File: config.mk
export PLATFORM = sky130hd
export DESIGN_NAME = spi_boot_loader_flat
export DESIGN_NICKNAME = d
export VERILOG_FILES = /design/src/rtl/lnl_boot_pkg.sv /design/src/rtl/spi_boot_loader_if.sv /design/src/rtl/spi_bit_engine.sv /design/src/rtl/spi_boot_loader.sv /design/src/flat_wrapper.sv
export SDC_FILE = /design/constraint.sdc
export NUM_CORES = 1
export LEC_CHECK = 0
export BUFFER_PORTS_ARGS = -buffer_cell sky130_fd_sc_hd__buf_2
export CAP_MARGIN = 5
export CORE_AREA = 8 8 83 85
export CTS_CLUSTER_DIAMETER = 150
export DETAILED_ROUTE_END_ITERATION = 16
export DIE_AREA = 0 0 91 93
export GPL_TIMING_DRIVEN = 1
export PLACE_DENSITY = 0.73
export SLEW_MARGIN = 15
export SYNTH_ARGS = -nofsm -noshare
export SYNTH_HDL_FRONTEND = slang
export SYNTH_SLANG_ARGS = --single-unit
File: constraint.sdc
create_clock -name clk -period 2.2 [get_ports clk]
set_input_delay 0.11 -clock clk [delete_from_list [all_inputs] [get_ports clk]]
set_output_delay 0.11 -clock clk [all_outputs]
set_load 0.02 [all_outputs]
File: src/rtl/lnl_boot_pkg.sv
// Shared types and constants for the SPI boot loader.
package lnl_boot_pkg;

    typedef enum logic [2:0] {
        ST_IDLE  = 3'd0,
        ST_CMD   = 3'd1,
        ST_ADDR  = 3'd2,
        ST_DATA  = 3'd3,
        ST_WRITE = 3'd4,
        ST_DONE  = 3'd5
    } state_t;

    localparam logic [3:0] ROM_WR_BASE  = 4'h8;
    localparam int         ROM_WR_SLOTS = 4;
    localparam logic [7:0] SPI_RD_CMD   = 8'h03;
    localparam logic [4:0] CMD_BITS     = 5'd8;
    localparam logic [4:0] ADDR_BITS    = 5'd16;
    localparam logic [4:0] WORD_BITS    = 5'd16;

    function automatic logic [3:0] rom_slot(input logic [1:0] idx);
        return ROM_WR_BASE + {2'b00, idx};
    endfunction

endpackage

File: src/rtl/spi_boot_loader_if.sv
// Flash-pin and boot-ROM write-port bundle of the boot loader.
interface spi_boot_loader_if;
    logic        start;
    logic        busy;
    logic        done;
    logic        spi_cs_n;
    logic        spi_sclk;
    logic        spi_mosi;
    logic        spi_miso;
    logic        rom_cs;
    logic        rom_we;
    logic [3:0]  rom_addr;
    logic [15:0] rom_din;

    modport master (
        output start, spi_miso,
        input  busy, done, spi_cs_n, spi_sclk, spi_mosi, rom_cs, rom_we, rom_addr, rom_din
    );

    modport slave (
        input  start, spi_miso,
        output busy, done, spi_cs_n, spi_sclk, spi_mosi, rom_cs, rom_we, rom_addr, rom_din
    );
endinterface

File: src/rtl/spi_bit_engine.sv
// Mode-0 SPI bit engine at clk/2: shifts a left-aligned word out on MOSI and MISO in.
module spi_bit_engine (
    input  logic        clk,
    input  logic        rst,
    input  logic        i_load,
    input  logic [15:0] i_tx,
    input  logic [4:0]  i_nbits,
    input  logic        i_miso,
    output logic        o_sclk,
    output logic        o_mosi,
    output logic        o_bits_done,
    output logic [15:0] o_rx
);
    logic        r_run;
    logic        r_phase;
    logic        r_sclk;
    logic [4:0]  r_cnt;
    logic [15:0] r_tx;
    logic [15:0] r_rx;

    // Phase toggle, shift registers and remaining-bit counter; a load restarts a burst.
    always_ff @(posedge clk or posedge rst) begin
        if (rst) begin
            r_run   <= 1'b0;
            r_phase <= 1'b0;
            r_sclk  <= 1'b0;
            r_cnt   <= 5'd0;
            r_tx    <= 16'h0000;
            r_rx    <= 16'h0000;
        end else if (i_load) begin
            r_run   <= 1'b1;
            r_phase <= 1'b0;
            r_sclk  <= 1'b0;
            r_cnt   <= i_nbits;
            r_tx    <= i_tx;
        end else if (r_run && !r_phase) begin
            r_sclk  <= 1'b1;
            r_phase <= 1'b1;
            r_rx    <= {r_rx[14:0], i_miso};
        end else if (r_run) begin
            r_sclk  <= 1'b0;
            r_phase <= 1'b0;
            r_tx    <= {r_tx[14:0], 1'b0};
            r_cnt   <= r_cnt - 5'd1;
            r_run   <= (r_cnt != 5'd1);
        end
    end

    assign o_sclk      = r_sclk;
    assign o_mosi      = r_tx[15];
    assign o_rx        = r_rx;
    assign o_bits_done = r_run & r_phase & (r_cnt == 5'd1);
endmodule

File: src/rtl/spi_boot_loader.sv
// Boot loader: reads NWORDS words from SPI flash in one burst and writes them to ROM slots 0x8 upward.
module spi_boot_loader
    import lnl_boot_pkg::*;
#(
    parameter logic [15:0] FLASH_ADDR = 16'h0000,
    parameter int          NWORDS     = 4,
    parameter logic [7:0]  RD_CMD     = SPI_RD_CMD
)(
    input  logic              clk,
    input  logic              rst,
    spi_boot_loader_if.slave  bus
);
    localparam int         LP_N      = (NWORDS > ROM_WR_SLOTS) ? ROM_WR_SLOTS : NWORDS;
    localparam logic [2:0] LP_NWORDS = 3'(LP_N);

    state_t      r_state;
    logic        r_cs_n;
    logic        r_busy;
    logic        r_done;
    logic        r_rom_cs;
    logic        r_we_arm;
    logic        r_rom_we;
    logic [3:0]  r_rom_addr;
    logic [15:0] r_rom_din;
    logic [2:0]  r_idx;
    logic [1:0]  r_wcnt;

    logic        w_load;
    logic [15:0] w_tx;
    logic [4:0]  w_nbits;
    logic        w_bits_done;
    logic        w_sclk;
    logic        w_mosi;
    logic [15:0] w_rx;
    logic        w_last;

    assign w_last = ((r_idx + 3'd1) == LP_NWORDS);

    spi_bit_engine u_eng (
        .clk         (clk),
        .rst         (rst),
        .i_load      (w_load),
        .i_tx        (w_tx),
        .i_nbits     (w_nbits),
        .i_miso      (bus.spi_miso),
        .o_sclk      (w_sclk),
        .o_mosi      (w_mosi),
        .o_bits_done (w_bits_done),
        .o_rx        (w_rx)
    );

    // Engine (re)load on the same edge the FSM enters a shifting phase, so no idle cycle is inserted.
    always_comb begin
        w_load  = 1'b0;
        w_tx    = 16'h0000;
        w_nbits = 5'd0;
        case (r_state)
            ST_IDLE, ST_DONE: begin
                if (bus.start) begin
                    w_load  = 1'b1;
                    w_tx    = {RD_CMD, 8'h00};
                    w_nbits = CMD_BITS;
                end else begin
                    w_load  = 1'b0;
                end
            end
            ST_CMD: begin
                if (w_bits_done) begin
                    w_load  = 1'b1;
                    w_tx    = FLASH_ADDR;
                    w_nbits = ADDR_BITS;
                end else begin
                    w_load  = 1'b0;
                end
            end
            ST_ADDR: begin
                if (w_bits_done) begin
                    w_load  = 1'b1;
                    w_nbits = WORD_BITS;
                end else begin
                    w_load  = 1'b0;
                end
            end
            ST_WRITE: begin
                if ((r_wcnt == 2'd2) && !w_last) begin
                    w_load  = 1'b1;
                    w_nbits = WORD_BITS;
                end else begin
                    w_load  = 1'b0;
                end
            end
            default: w_load = 1'b0;
        endcase
    end

    // Load sequencer with registered flash-select, status and ROM write-port outputs.
    always_ff @(posedge clk or posedge rst) begin
        if (rst) begin
            r_state    <= ST_IDLE;
            r_cs_n     <= 1'b1;
            r_busy     <= 1'b0;
            r_done     <= 1'b0;
            r_rom_cs   <= 1'b0;
            r_we_arm   <= 1'b0;
            r_rom_addr <= 4'h0;
            r_rom_din  <= 16'h0000;
            r_idx      <= 3'd0;
            r_wcnt     <= 2'd0;
        end else begin
            case (r_state)
                ST_IDLE, ST_DONE: begin
                    if (bus.start) begin
                        r_state <= ST_CMD;
                        r_cs_n  <= 1'b0;
                        r_busy  <= 1'b1;
                        r_done  <= 1'b0;
                        r_idx   <= 3'd0;
                    end
                end
                ST_CMD:  if (w_bits_done) r_state <= ST_ADDR;
                ST_ADDR: if (w_bits_done) r_state <= ST_DATA;
                ST_DATA: begin
                    if (w_bits_done) begin
                        r_state    <= ST_WRITE;
                        r_rom_cs   <= 1'b1;
                        r_rom_addr <= rom_slot(r_idx[1:0]);
                        r_rom_din  <= w_rx;
                        r_wcnt     <= 2'd0;
                    end
                end
                ST_WRITE: begin
                    case (r_wcnt)
                        2'd0: begin
                            r_wcnt   <= 2'd1;
                            r_we_arm <= 1'b1;
                        end
                        2'd1: begin
                            r_wcnt   <= 2'd2;
                            r_we_arm <= 1'b0;
                        end
                        default: begin
                            r_rom_cs <= 1'b0;
                            r_idx    <= r_idx + 3'd1;
                            if (w_last) begin
                                r_state <= ST_DONE;
                                r_cs_n  <= 1'b1;
                                r_busy  <= 1'b0;
                                r_done  <= 1'b1;
                            end else begin
                                r_state <= ST_DATA;
                            end
                        end
                    endcase
                end
                default: r_state <= ST_IDLE;
            endcase
        end
    end

    // Write enable launched on the falling edge so it is settled across the ROM's strobing rising edge.
    always_ff @(negedge clk or posedge rst) begin
        if (rst) r_rom_we <= 1'b0;
        else     r_rom_we <= r_we_arm;
    end

    assign bus.busy     = r_busy;
    assign bus.done     = r_done;
    assign bus.spi_cs_n = r_cs_n;
    assign bus.spi_sclk = w_sclk;
    assign bus.spi_mosi = w_mosi;
    assign bus.rom_cs   = r_rom_cs;
    assign bus.rom_we   = r_rom_we;
    assign bus.rom_addr = r_rom_addr;
    assign bus.rom_din  = r_rom_din;
endmodule

File: src/flat_wrapper.sv
// flat-port wrapper written by rule: the top's interface ports become plain ports
module spi_boot_loader_flat import lnl_boot_pkg::*;
#(
    parameter logic [15:0] FLASH_ADDR = 16'h0000,
    parameter int          NWORDS     = 4,
    parameter logic [7:0]  RD_CMD     = SPI_RD_CMD
)
  (clk, rst, bus_start, bus_spi_miso, bus_busy, bus_done, bus_spi_cs_n, bus_spi_sclk, bus_spi_mosi, bus_rom_cs, bus_rom_we, bus_rom_addr, bus_rom_din);
  spi_boot_loader_if bus_i ();
  input  logic clk;
  input  logic rst;
  input wire logic [$bits(bus_i.start)-1:0] bus_start;
  input wire logic [$bits(bus_i.spi_miso)-1:0] bus_spi_miso;
  output wire logic [$bits(bus_i.busy)-1:0] bus_busy;
  output wire logic [$bits(bus_i.done)-1:0] bus_done;
  output wire logic [$bits(bus_i.spi_cs_n)-1:0] bus_spi_cs_n;
  output wire logic [$bits(bus_i.spi_sclk)-1:0] bus_spi_sclk;
  output wire logic [$bits(bus_i.spi_mosi)-1:0] bus_spi_mosi;
  output wire logic [$bits(bus_i.rom_cs)-1:0] bus_rom_cs;
  output wire logic [$bits(bus_i.rom_we)-1:0] bus_rom_we;
  output wire logic [$bits(bus_i.rom_addr)-1:0] bus_rom_addr;
  output wire logic [$bits(bus_i.rom_din)-1:0] bus_rom_din;
  assign bus_i.start = bus_start;
  assign bus_i.spi_miso = bus_spi_miso;
  assign bus_busy = bus_i.busy;
  assign bus_done = bus_i.done;
  assign bus_spi_cs_n = bus_i.spi_cs_n;
  assign bus_spi_sclk = bus_i.spi_sclk;
  assign bus_spi_mosi = bus_i.spi_mosi;
  assign bus_rom_cs = bus_i.rom_cs;
  assign bus_rom_we = bus_i.rom_we;
  assign bus_rom_addr = bus_i.rom_addr;
  assign bus_rom_din = bus_i.rom_din;
  spi_boot_loader #(.FLASH_ADDR(FLASH_ADDR), .NWORDS(NWORDS), .RD_CMD(RD_CMD)) u_core (.clk(clk), .rst(rst), .bus(bus_i));
endmodule
==> summary.md <==
| Metric | Value |
|---|---|
| Crit-path most repeated cell | `ha_1` |
| H-tree Lvls | `3` |
| CP endpoint | `u_core.u_eng.o_rx[10]$_DFFE_PP0P_` |
| DR WL/cell | `15.0 um` |
| Max-cap violation count | `0` |
| Max stage delay on crit path | `~0.40 ns` |
| Overflow after GRT | `0` |
| R2R Path Start | `u_core.r_idx[0]$_DFFE_PP0P_` |
| HP Class | `in2async` |
| Dpl hpwl | `approximately 3400 um` |
| WP data required | `2.41 ns` |
| RSZ-0062 raised after global routing | `false` |
| Syn Inst Count | `216` |
| Synth Cell Area | `between 2000 and 3000 um2` |
| Critical path type | `reg2reg` |
| Post-Route Skew | `~0.0074 ns` |
| Synth unique cells | `49` |
| Placed Instances | `approximately 320` |
| Chip height | `~93 um` |
| Buffers on Ports | `29` |
| Largest family of logic cells by synthesized area | `multiplexers` |
| Largest area contributor in the netlist | `dfrtp_1` |
| Flops & latches, synth | `64` |
| Mux share of post-synthesis cell area | `0.155` |
| Antenna violations before repair | `0` |
| Deepest clock path buffer count | `2` |
| Die X | `91 um` |
| Row cnt | `28` |
| Initial core utilization | `0.489` |
| Clock Root Buffer | `clkbuf_8` |
| Clk_lat worst skew | `0.33 ns` |
| Number of diodes | `0` |
| Largest net degree at the start of global routing | `64` |
| Yosys top cell area share | `0.559` |
| Worst Setup End Kind | `flop` |
| Io pins | `31` |
| Power Dens Cells | `approximately 680 nW/um2` |
| Final Net Count | `approximately 260` |
| R2R Setup Slk | `0.1 ns` |
| Crit-path max FO | `16` |
| DR iter-0 viols | `71` |
| Placed cell areas | `between 3000 and 4000 um2` |
| Synth area leaders | `dfrtp_1 (56%), mux2_2 (10%), mux2_4 (5.4%)` |
| CTS Buf Count | `9` |
| Drc violations | `0` |
| Register area share after synthesis | `0.577` |
| Layout area overhead | `17.4%` |
| Period utilization | `0.955` |
| DIE AREA | `8460 um2` |
| Post-route insts no fill | `333` |
| First-pass GRT wire length | `8670 um` |
| Leak | `0.00166 uW` |
| Synth Area per Inst | `12.9 um2` |
| Final antenna-violating net count | `0` |
| Critical Path Source | `u_core.r_idx[0]$_DFFE_PP0P_` |
| Fin. max-slew vios | `0` |
| Final hold vios | `0` |
| FF-to-FF path depth | `7` |
| Final Instance Area | `3260 um2` |
| Worst vdd ir | `0.606 mV` |
| Slew HR | `0.486` |
| Critical Path, Cell by Cell | `ha_1 > ha_1 > nand2b_1 > or3_4 > nand4bb_4 > buf_12 > mux2_2` |
| XOR/XNOR share of the synthesized area | `0.0252` |
| Share of synthesized registers carrying an async set or reset | `1.00` |
| Layout cells sized above 1 | `0.384` |
| Total Routed Length | `4990 um` |
| Startpoint types | `flop` |
| Post-synthesis adder-cell area fraction | `0.0180` |
| EDFF count, synth | `0` |
| Via density | `5.16` |
| Setup ws final | `0.0997 ns` |
| GRT Util Overall | `0.127` |
| Outcome | `complete, no violations` |
| Worst r2r dst | `u_core.u_eng.o_rx[10]$_DFFE_PP0P_` |
| Worst Tran Pin Value | `0.771 ns` |
| Vias | `1719` |
| DP Worst Slack | `0.0680 ns` |
| Number of global-route vias before repair | `1854` |
| Core area | `5680 um2` |
| Syn_nets | `224` |
| Setup_tns | `0 ns` |
| CTS tree | `done` |
| Top FF cell, synth | `dfrtp_1` |
| Simple-Gate Fraction of Synth Area | `0.0946` |
| Peak Freq | `476 MHz` |
| Crit path DAT | `2.31 ns` |
| Final setup fails | `0` |
| Final GP Congestion | `0.883` |
| Num Clock Sinks | `64` |
| Tmin final | `about 2.1 ns` |
| Fillcell total | `498` |
| Slowest stage cell, crit path | `dfrtp_1` |
| Synth Area in Compound Gates | `0.0887` |
| Clk slew on worst S/H paths | `0.06 ns` |
| Drt pass-1 iters | `4` |
| Yosys warns | `0` |
synth_stat cells, types with 2 or more instances:
master	count
nor3_1	2
dfrtp_1	62
o21ai_0	2
a21o_1	5
nand2b_1	2
mux2_4	10
xor2_1	3
a21oi_1	8
o21a_1	2
buf_2	3
mux2_2	25
a31o_2	2
inv_1	6
ha_1	4
and3_1	4
o31a_1	2
a22o_1	2
nor2_1	9
xnor2_1	5
buf_4	2
nand3_1	2
nand2_1	21
clkbuf_1	7
through the flow:
step,hold slack (ns),total power [uW],util
5_1_grt,0.138,2310,0.575
3_5_place_dp,0.354,1280,0.537
2_1_floorplan,0.241,1260,-
6_report,0.0180,2220,0.575
3_3_place_gp,0.343,1280,0.537
4_1_cts,0.0723,2260,0.572
metal layers:
metal	vias up	global-route usage	part of all wire
met4	0	0.0600	0.0076
met1	854	0.160	0.49
met3	4	0.0457	0.047
met5	-	0	0
met2	33	0.192	0.46
li1	828	-	-
area by class of cell:
cell class / count / area, um2 / share of cell area
clock buffer: 11 / 141 / 0.0433
tap: 75 / 93.8 / 0.0288
inverter: 6 / 26.3 / 0.00806
timing repair buffer: 41 / 263 / 0.0806
clock inverter: 4 / 45.0 / 0.0138
multi-input combinational: 132 / 1090 / 0.334
sequential: 64 / 1600 / 0.491
cell families after synthesis:
| group | count (synthesis) |
|---|---|
| compound gates | 34 |
| simple gates | 50 |
| flops | 64 |
| xor+xnor | 8 |
| other cells | 1 |
| mux | 35 |
| fa+ha+maj | 4 |
| buf+inv | 20 |
report_power, final:
part / internal [uW] / switching (uW) / total [uW]
clock: 542 / 418 / 960
sequential: 1190 / 12.6 / 1200
combinational: 21.6 / 29.3 / 51.0
total: 1760 / 460 / 2220
cells in the final DEF, fill, tap and decap left out, types with 2 or more instances in the layout:
cell / instances
o21ai_0: 2
buf_2: 29
a22o_1: 2
nor2_1: 9
a31o_2: 2
inv_1: 5
xor2_1: 3
o31a_1: 2
ha_1: 4
dfrtp_1: 62
mux2_4: 10
nand2b_1: 2
a21o_1: 5
buf_4: 9
mux2_2: 25
nand3_1: 2
a21oi_1: 8
buf_12: 2
clkbuf_8: 10
o21a_1: 2
nand2_1: 21
clkinv_2: 3
nor3_1: 2
xnor2_1: 5
and3_1: 4
how the worst min path moves through the flow:
stage	startpoint	end	slack, ns	depth (start not counted)
after floorplan	rst	u_core.bus.busy$_DFFE_PP0P_	0.24	1
after global placement	bus_spi_miso	u_core.u_eng.o_rx[0]$_DFFE_PP0P_	0.34	2
after detailed placement	bus_spi_miso	u_core.u_eng.o_rx[0]$_DFFE_PP0P_	0.35	2
after CTS	rst	u_core.bus.busy$_DFFE_PP0P_	0.07	3
after global routing	rst	u_core.r_state[2]$_DFFE_PP0P_	0.14	3
final	rst	u_core.r_we_arm$_DFFE_PP0P_	0.02	3
worst max-delay path, delay by kind of cell (launching register included):
family,cells,cell delay (ns)
multiplexers,1,0.34
AND/OR/NAND/NOR,3,0.67
adder cells (fa/ha/maj),2,0.38
buffers and inverters,1,0.17
flip-flops,1,0.40
what timing repair did:
action	4_1_cts	5_1_grt
setup endpoints to repair	0	8
resized for setup	0	1
hold buffers	1	0
setup buffers	0	0
endpoints found under the hold margin	1	0
sequential cells by signal, summed over array words and instances, names as in the netlist, 2 cells and up:
register and count:
u_core.u_eng.o_rx 16, u_core.u_eng.r_tx 8, u_core.u_eng.r_cnt 5, u_core.r_wcnt 2
u_core.bus.rom_din 16, u_core.r_state 3, u_core.r_idx 3, u_core.bus.rom_addr 3
Power figures use the tool's default switching activity.
